$ cat config.mk
export PLATFORM = sky130hd
export DESIGN_NAME = sb_rmw_ctrl
export DESIGN_NICKNAME = d
export VERILOG_FILES = /design/src/rtl/sb_rmw_ctrl.sv
export SDC_FILE = /design/constraint.sdc
export NUM_CORES = 1
export LEC_CHECK = 0
export CORE_ASPECT_RATIO = 2
export CORE_MARGIN = 5
export CORE_UTILIZATION = 36
export DETAILED_ROUTE_END_ITERATION = 16
export GPL_ROUTABILITY_DRIVEN = 0
export PLACE_DENSITY_LB_ADDON = 0.1
export SYNTH_ARGS = -nofsm -noshare
export SYNTH_HDL_FRONTEND = slang
export SYNTH_SLANG_ARGS = --single-unit
export TNS_END_PERCENT = 5
$ cat constraint.sdc
create_clock -name clk -period 4.5 [get_ports clk]
set_clock_uncertainty 0.2 [all_clocks]
set_input_delay 0.675 -clock clk [delete_from_list [all_inputs] [get_ports clk]]
set_output_delay 0.675 -clock clk [all_outputs]
set_load 0.005 [all_outputs]
$ cat src/rtl/sb_rmw_ctrl.sv
// rtl/sb_rmw_ctrl.sv - store sequencer: sw write-through, sb read-modify-write via external wordmod.
// Optional misaligned-sw error state enabled by SB_RMW_MISALIGN_ERR_EN.
module sb_rmw_ctrl #(
    parameter int ADDR_W     = 32,
    parameter int DATA_W     = 32,
    parameter int MEM_RD_LAT = 1
) (
    input  logic              clk,
    input  logic              nrst,
    input  logic              req_valid,
    output logic              req_ready,
    input  logic              req_is_byte,
    input  logic [ADDR_W-1:0] req_addr,
    input  logic [DATA_W-1:0] req_wdata,
    input  logic [7:0]        req_byte,
    output logic              done,
    output logic [ADDR_W-1:0] mem_addr,
    output logic              mem_rd_en,
    input  logic [DATA_W-1:0] mem_rdata,
    output logic              mem_wr_en,
    output logic [DATA_W-1:0] mem_wdata,
    output logic [31:0]       wm_addr,
    output logic [31:0]       wm_orig_word,
    output logic [7:0]        wm_byte,
    input  logic [31:0]       wm_result
`ifdef SB_RMW_MISALIGN_ERR_EN
    ,
    output logic              misalign_err
`endif
);

    typedef enum logic [2:0] {
        S_IDLE  = 3'd0,
        S_READ  = 3'd1,
        S_WAIT  = 3'd2,
        S_MERGE = 3'd3,
        S_WRITE = 3'd4,
        S_ERR   = 3'd5
    } state_t;

    localparam logic [1:0] LAT_INIT = 2'(MEM_RD_LAT - 1);

    state_t             state;
    state_t             state_nxt;
    logic [ADDR_W-1:0]  addr_reg;
    logic [DATA_W-1:0]  wdata_reg;
    logic [7:0]         byte_reg;
    logic [1:0]         lat_cnt;
    logic [31:0]        orig_reg;
    logic [ADDR_W-1:0]  wm_addr_reg;
    logic [7:0]         wm_byte_reg;
    logic               accept;
    logic               misalign_req;
    logic [ADDR_W-1:0]  aligned_addr;

    assign accept       = req_valid && req_ready;
    assign aligned_addr = {addr_reg[ADDR_W-1:2], 2'b00};

`ifdef SB_RMW_MISALIGN_ERR_EN
    assign misalign_req = !req_is_byte && (req_addr[1:0] != 2'b00);
`else
    assign misalign_req = 1'b0;
`endif

    always_ff @(posedge clk) begin
        if (!nrst) begin
            state <= S_IDLE;
        end else begin
            state <= state_nxt;
        end
    end

    always_comb begin
        state_nxt = state;
        case (state)
            S_IDLE: begin
                if (accept) begin
                    if (req_is_byte) begin
                        state_nxt = S_READ;
                    end else if (misalign_req) begin
                        state_nxt = S_ERR;
                    end else begin
                        state_nxt = S_WRITE;
                    end
                end
            end
            S_READ:  state_nxt = S_WAIT;
            S_WAIT:  state_nxt = (lat_cnt == 2'd0) ? S_MERGE : S_WAIT;
            S_MERGE: state_nxt = S_WRITE;
            S_WRITE: state_nxt = S_IDLE;
            S_ERR:   state_nxt = S_IDLE;
            default: state_nxt = S_IDLE;
        endcase
    end

    // wm_* registers load on the WAIT->MERGE edge so they are valid in MERGE and hold afterwards.
    always_ff @(posedge clk) begin
        if (!nrst) begin
            addr_reg    <= '0;
            wdata_reg   <= '0;
            byte_reg    <= '0;
            lat_cnt     <= '0;
            orig_reg    <= '0;
            wm_addr_reg <= '0;
            wm_byte_reg <= '0;
        end else begin
            if (accept) begin
                addr_reg  <= req_addr;
                wdata_reg <= req_wdata;
                byte_reg  <= req_byte;
            end
            case (state)
                S_READ: lat_cnt <= LAT_INIT;
                S_WAIT: begin
                    if (lat_cnt == 2'd0) begin
                        orig_reg    <= mem_rdata;
                        wm_addr_reg <= addr_reg;
                        wm_byte_reg <= byte_reg;
                    end else begin
                        lat_cnt <= lat_cnt - 2'd1;
                    end
                end
                S_MERGE: wdata_reg <= wm_result;
                default: ;
            endcase
        end
    end

    always_comb begin
        req_ready = 1'b0;
        done      = 1'b0;
        mem_addr  = '0;
        mem_rd_en = 1'b0;
        mem_wr_en = 1'b0;
        mem_wdata = '0;
`ifdef SB_RMW_MISALIGN_ERR_EN
        misalign_err = 1'b0;
`endif
        case (state)
            S_IDLE: req_ready = nrst;
            S_READ: begin
                mem_rd_en = 1'b1;
                mem_addr  = aligned_addr;
            end
            S_WAIT: mem_addr = aligned_addr;
            S_WRITE: begin
                mem_wr_en = 1'b1;
                mem_addr  = aligned_addr;
                mem_wdata = wdata_reg;
                done      = 1'b1;
            end
`ifdef SB_RMW_MISALIGN_ERR_EN
            S_ERR: misalign_err = 1'b1;
`endif
            default: ;
        endcase
    end

    assign wm_addr      = 32'(wm_addr_reg);
    assign wm_orig_word = orig_reg;
    assign wm_byte      = wm_byte_reg;

endmodule

==> results.toml <==
[grt]
grt_overflow_total = 0
grt_util_all_layers_pct = 19.4
number_of_antenna_violations_at_the_first_check_in_global_routing = 0
pin_count_of_the_biggest_net_entering_global_routing = 134
grt_pass1_wl_microns = 31200
vias_in_the_first_global_route = 5910

[sta]
min_period_ns = 3.71
headroom_to_the_max_slew_limit_pct = 34.0
timing_max_transition_violations_final = 0
min_period_over_period_pct = 82.3
max_clock_freq_mhz = 270
hold_viol_final = 0
grt_setup_unrepaired = "false"
fin_setup_tns_ns = 0
report.final.setup_viol = 0
worst-slew-pin-transition_ns = 0.990

[worst_hold_path]
min-delay-start = "byte_reg[3]"
worst_hold_path_type = "register to register"
worstHoldPathCells = 2
timing.hold.worst_endpoint = "wm_byte[3]"

[synth]
synth_commonest_cells = "149 x sky130_fd_sc_hd__dfxtp_1, 145 x sky130_fd_sc_hd__nand2_1, 117 x sky130_fd_sc_hd__a21oi_1, 72 x sky130_fd_sc_hd__nand3_1, 64 x sky130_fd_sc_hd__o21ai_1"
post_synth_and_or_nand_nor_area_fraction_pct = 22.8
synth-warning-count = 0
synth.distinct_cells = 31
post_synth_edffs = 0
fraction_of_the_mapped_netlist_area_in_compound_gates_pct = 21.8
post_synth_xor_area_fraction_pct = 0.141
synth.most_common_cell = "sky130_fd_sc_hd__dfxtp_1"
synth.area.mux_share_pct = 0
synth.area.top_cells = "sky130_fd_sc_hd__dfxtp_1 48%, sky130_fd_sc_hd__a21oi_1 9.4%, sky130_fd_sc_hd__nand2_1 8.8%, sky130_fd_sc_hd__and2_1 6.2%, sky130_fd_sc_hd__nand3_1 5.8%"
synth_area_leader_cell = "sky130_fd_sc_hd__dfxtp_1"
synth_largest_type_area_fraction_pct = 48.0
postSynthAreaPerCell_sq_um = 7.84
most_frequently_used_flop_master_after_synthesis = "sky130_fd_sc_hd__dfxtp_1"
post_synth_fa_ha_maj_area_fraction_pct = 0.201
yosys_register_bits = 149
synth_top_family_by_area = "simple AND/OR/NAND/NOR gates"
ys_async_sr_fraction_pct = 0
yosysSeqAreaShare_pct = 48.0
postSynthCellCount = 792
syn_area_sq_um = 6210

[layout]
filler_cell_count = 1629
layout.core_utilization_pct = 56.0
nets = 1159
register_area_sq_um = 2980
antenna_cells_inserted = 0
layout.cells.non_filler = 1241
multi_input_area_sq_um = 2850
layout_cell_share_with_drive_strength_beyond_1_pct = 5.63
stdcell_area_sq_um = 9570
area_growth_pct = 54.0

[floorplanning]
die_area_sq_um = 20100
die_height_microns = 196
io_pins = 280
row_count = 68
die_width_microns = 103
core-area_sq_um = 17100
floorplan.initialDensity_pct = 36.3

[critical_path]
arrival_ns = 2.83
cpLargestDelayFamily = "buffers and inverters"
startpoint_type = "register"
timing.critical_path.mode_cell = "sky130_fd_sc_hd__buf_4"
worst_setup_path_end_kind = "output pin"
critPathSlowestCell = "sky130_fd_sc_hd__dfxtp_1"
timing.rr.start = "state[0]"
regToRegEndpoint = "wdata_reg[0]"
critPathMaxFanout = 35
delay_of_the_slowest_cell_on_the_worst_path_ns = 0.60
timing.critical_path.cells = "nor3b_2, buf_4, o21bai_2, buf_4, and2_1, clkdlybuf4s50_1"
worstRegToRegCells = 3
critical_path.n_buffers_inverters = 3
worst-r2r-setup-slack_ns = 2.15
cp.required_ns = 3.62
class_of_the_most_critical_setup_path = "register to output pin"

[clock_network]
cts-hold-fix-buffers = 0
number_of_cts_inserted_buffers = 17
clk_pin_slew_worst_setup_hold_paths_ns = 0.07
cts_root_buffer = "sky130_fd_sc_hd__clkbuf_16"
gates_resized_cts_repair = 0
htree_num_levels = 4
cts_max_path_buffers = 2
tritoncts_clock_tree = "yes"
cts.sinks = 149
post-cts-setup-buffer-count = 0
clock_latency_ns = 0.41

[route]
detail_route.wirelength_microns = 19900
antenna_left = 0
post_drt_wl_per_cell_microns = 16.0
drc = 0
dr.pass1.iters = 4
first_iter_violations = 219
viasPerCell = 5.03
route.vias.total = 6239

[power]
total_power_uw = 3330
p_per_area_nw_per_um2 = 347
p_leak_uw = 0.00322
irDropWorstVdd_mv = 0.211

[placement]
placed_cell_area_sq_um = 8970
numPortBuffers = 277
post-dp-hpwl_microns = 13100
cell_total_after_placement = 1209

[outcome]
status = "completed"

[job]
cap_violations = 0
-- how the worst max path moves through the flow --
stage	startpoint	to	slack, ns	cells after the start
floorplan	state[2]	mem_addr[10]	2.33	5
finish	state[2]	mem_addr[13]	0.79	6
global route	state[2]	mem_addr[9]	0.62	6
global placement	state[2]	mem_addr[23]	1.27	6
detailed placement	state[2]	mem_addr[13]	1.20	6
CTS	state[2]	mem_addr[13]	0.73	6
-- worst min-delay path: stages, from the launching register on --
cell and delay [ns]:
sky130_fd_sc_hd__dfxtp_1 0.31, sky130_fd_sc_hd__nand2_1 0.05, sky130_fd_sc_hd__a21oi_1 0.05
-- report_power, final --
part | switching [uW] | internal [uW] | total [uW]
clock | 578 | 833 | 1410
combinational | 251 | 240 | 491
sequential | 41.9 | 1380 | 1420
total | 871 | 2450 | 3330
-- kinds of logic after synthesis --
group,count (synthesis)
AO/OA/AOI/OAI,256
XOR/XNOR,1
adder cells (fa/ha/maj),1
buffers and inverters,87
flip-flops,149
other,1
AND/OR/NAND/NOR,297
-- per-layer routing --
layer / wire (microns) / vias to the layer above / global-route usage (%) / share of wire (%)
li1: - / 3156 / - / -
met1: 8160 / 2872 / 23.9 / 41
met2: 9790 / 193 / 31.8 / 49
met3: 1620 / 18 / 6.41 / 8.1
met4: 340 / 0 / 5.72 / 1.7
met5: 0 / - / 0 / 0
-- final cells by class --
type	count	area share, %
clock buffers	21	5.02
well taps	210	2.75
repair buffers	289	29.9
flip-flops and latches	149	31.2
multi-input cells	557	29.7
clock inverters	11	1.23
inverters	4	0.209
-- metrics by stage --
step	hold WS, ns	setup WS [ns]
4_1_cts	0.252	0.728
3_3_place_gp	0.236	1.27
3_5_place_dp	0.242	1.20
5_1_grt	0.269	0.616
6_report	0.249	0.795
2_1_floorplan	0.230	2.33
-- cells in the final DEF, fill, tap and decap left out --
cell type	Yosys	final
sky130_fd_sc_hd__nand2_1	145	145
sky130_fd_sc_hd__and2_1	62	62
sky130_fd_sc_hd__or4b_4	0	1
sky130_fd_sc_hd__bufinv_16	0	1
sky130_fd_sc_hd__nor4bb_4	0	1
sky130_fd_sc_hd__nor4b_2	0	1
sky130_fd_sc_hd__nand3_1	72	72
sky130_fd_sc_hd__inv_1	3	3
sky130_fd_sc_hd__ha_1	1	1
sky130_fd_sc_hd__clkinvlp_4	0	2
sky130_fd_sc_hd__nand4bb_4	0	1
sky130_fd_sc_hd__a21oi_1	117	117
sky130_fd_sc_hd__nor4b_1	2	1
sky130_fd_sc_hd__nor3_1	4	4
sky130_fd_sc_hd__dfxtp_1	149	149
sky130_fd_sc_hd__o21ai_0	34	34
sky130_fd_sc_hd__nor4_1	2	2
sky130_fd_sc_hd__xnor2_1	1	1
sky130_fd_sc_hd__buf_4	3	13
sky130_fd_sc_hd__o21bai_2	0	1
sky130_fd_sc_hd__nor3b_2	1	1
sky130_fd_sc_hd__nand3b_1	1	1
sky130_fd_sc_hd__o32ai_1	2	2
sky130_fd_sc_hd__inv_6	0	3
sky130_fd_sc_hd__nor2_1	3	3
sky130_fd_sc_hd__o21ai_2	6	6
sky130_fd_sc_hd__inv_8	0	1
sky130_fd_sc_hd__o21ai_1	64	64
sky130_fd_sc_hd__a31oi_1	32	32
sky130_fd_sc_hd__nand2b_1	2	2
sky130_fd_sc_hd__clkdlybuf4s50_1	0	276
sky130_fd_sc_hd__clkinv_4	0	5
sky130_fd_sc_hd__conb_1	1	2
sky130_fd_sc_hd__clkbuf_16	0	17
sky130_fd_sc_hd__clkbuf_8	0	4
No activity file was read; power rests on OpenSTA's default activity.
==> RTL change: new RTL, same settings <==
Build with the macro `SB_RMW_MISALIGN_ERR_EN` defined.
--- a/src/rtl/sb_rmw_ctrl.sv
+++ b/src/rtl/sb_rmw_ctrl.sv
@@ -1,5 +1,7 @@
 // rtl/sb_rmw_ctrl.sv - store sequencer: sw write-through, sb read-modify-write via external wordmod.
 // Optional misaligned-sw error state enabled by SB_RMW_MISALIGN_ERR_EN.
+`define SB_RMW_MISALIGN_ERR_EN
+
 module sb_rmw_ctrl #(
     parameter int ADDR_W     = 32,
     parameter int DATA_W     = 32,
Formal check against the unedited RTL (old outputs only; new: misalign_err): not equivalent (Yosys sat finds a counterexample within 4 cycles, from zero or initial values and one cycle with nrst low).
==> RTL change against the unedited design <==
- register-to-register slack lost 270 ps
- sequential share of layout area shrank 0.92 points
- hold slack lost 2.3 ps
- routed wire length grew 8.0%
- setup slack gained 22 ps
- global-route usage grew 0.065 points
- sequential cell count is the same
- synthesized area grew 5.7%
- cell area grew 3.0%
- die area grew 5.3%
Power is not compared: it rests on default switching activity, and its combinational part moved more than twofold at a synthesized area within 25%.
==> RTL change: results (changes against the unedited design) <==
Status
  – Status: completed

Synth
  – Synthesis Warnings: 0 (unchanged)
  – Register area share after synthesis: 45.4% (-2.6 points)
  – Top_reg_cell synth: dfxtp_1
  – Async set-reset flop share out of synthesis: 0% (unchanged)
  – Post-synth top cells: nand2_1 (150), dfxtp_1 (149), o21ai_0 (102)
  – Yosys cell types: 35 (+13%)
  – Top post-synthesis cells by area: dfxtp_1 (45%), a21boi_0 (9.3%), nand2_1 (8.6%)
  – Mapped Cells: 795 (+0.38%)

Clock network
  – Root buf cell: clkbuf_16
  – H-tree lvl count: 4 (unchanged)
  – Clock transition at the registers of the reported paths: 60 ps
  – Cts repair resizes: 0 (unchanged)
  – Clock Latency Late Sink: 420 ps
  – Deepest clock path buffer count: 2 (unchanged)
  – # Post-CTS Setup Buffers: 0 (unchanged)
  – TritonCTS buffer count: 17 (unchanged)

Critical path
  – Worst Path Max Fanout: 30 (-14%)
  – CP top delay family: compound AO/OA/AOI/OAI gates
  – CP arrival: 2810 ps (-20 ps)
  – Slowest cell on the critical path: o21bai_2
  – Worst stage delay on the critical path: 740 ps (+140 ps)

Global routing
  – Initial antenna violation count: 2 (+2)
  – First-pass GRT wire length: 33100 µm (+6.1%)
  – Largest net degree at the start of global routing: 103 (-23%)
  – Total GRT Usage: 19.5% (+0.065 points)
  – Vias in the first global route: 6087 (+3.0%)

Detailed routing
  – DRT iter0 DRCs: 301 (+37%)
  – Via Count: 6331 (+1.5%)
  – Drt via density: 5.07 (+0.82%)
  – DR pass1 iterations: 5 (+1)
  – Mean routed wirelength per cell: 17.2 µm (+7.3%)

Power and ir drop
  – Leakage Power: 3.32 nW
  – Max rail drop VDD: 0.272 mV
  – Net Sw Frac: 32.4%
  – Pwr dens: 434 nW/µm²
  – Comb pwr share: 28.5%
  – Seq pwr share: 37.2%

Final layout
  – Synth-to-Final Area Change: 50.2%
  – Layout cell share with drive strength beyond 1: 4.75% (-0.87 points)

Placement
  – Cell Area, Placed: 9240 µm² (+3.0%)
  – Pre-CTS setup slack: 1170 ps (-34.1 ps)
  – Dpl hpwl: 14500 µm (+11%)
  – Port bufs: 278 (+0.36%)
  – Placed Instances: 1216 (+0.58%)

Timing
  – Relative slew slack: 25.7% (-8.3 points)

Worst hold path
  – Hold WC Path Type: flop to flop
RTL change: cell types whose count changed after synthesis, moves of 4 or more:
| cell | unedited run | this run |
|---|---|---|
| a21oi_1 | 117 | 4 |
| buf_1 | 8 | 0 |
| nand2_1 | 145 | 150 |
| a21boi_1 | 0 | 31 |
| nor3_1 | 4 | 0 |
| buf_2 | 22 | 17 |
| clkbuf_1 | 41 | 35 |
| buf_4 | 3 | 19 |
| o21ai_1 | 64 | 0 |
| a21boi_0 | 0 | 81 |
| o21ai_2 | 6 | 0 |
| o21ai_0 | 34 | 102 |
RTL change: final cells by class:
class                           instances  area (µm²)
Multi-Input combinational cell        561        3130
Timing Repair Buffer                  287        2850
Inverter                                3        11.3
Sequential cell                       149        2980
Clock buffer                           23         488
Antenna cell                            2        5.00
Clock inverter                          8         123
Tap cell                              216         270
Fill cell                            1759        8270
RTL change: metal layers:
| metal | wire length [µm] | vias to the layer above | track usage (%) |
|---|---|---|---|
| met5 | 0 | - | 0 |
| met4 | 615 | 0 | 8.29 |
| met3 | 1270 | 29 | 4.96 |
| met2 | 11500 | 216 | 35.9 |
| met1 | 8130 | 2928 | 20.6 |
| li1 | - | 3158 | - |
RTL change: cell families (layout without fill, tap and decap cells):
kind of cell,count (synthesis),count (layout),synth area share [%]
xor+xnor,1,1,0.133
fa+ha+maj,1,1,0.191
buf+inv,86,321,7.41
compound gates,258,258,24.9
simple gates,299,299,21.9
other cells,1,4,0.0571
flops,149,149,45.4
RTL change: final timing paths:
kind	cells past startpoint	startpoint	slack [ps]	end
worst max-delay path	4	state[0]	820	mem_addr[7]
worst min-delay path	2	byte_reg[3]	250	wm_byte[3]
worst max register to register	3	state[0]	1880	wdata_reg[15]
worst min register to register	2	byte_reg[3]	250	wm_byte[3]
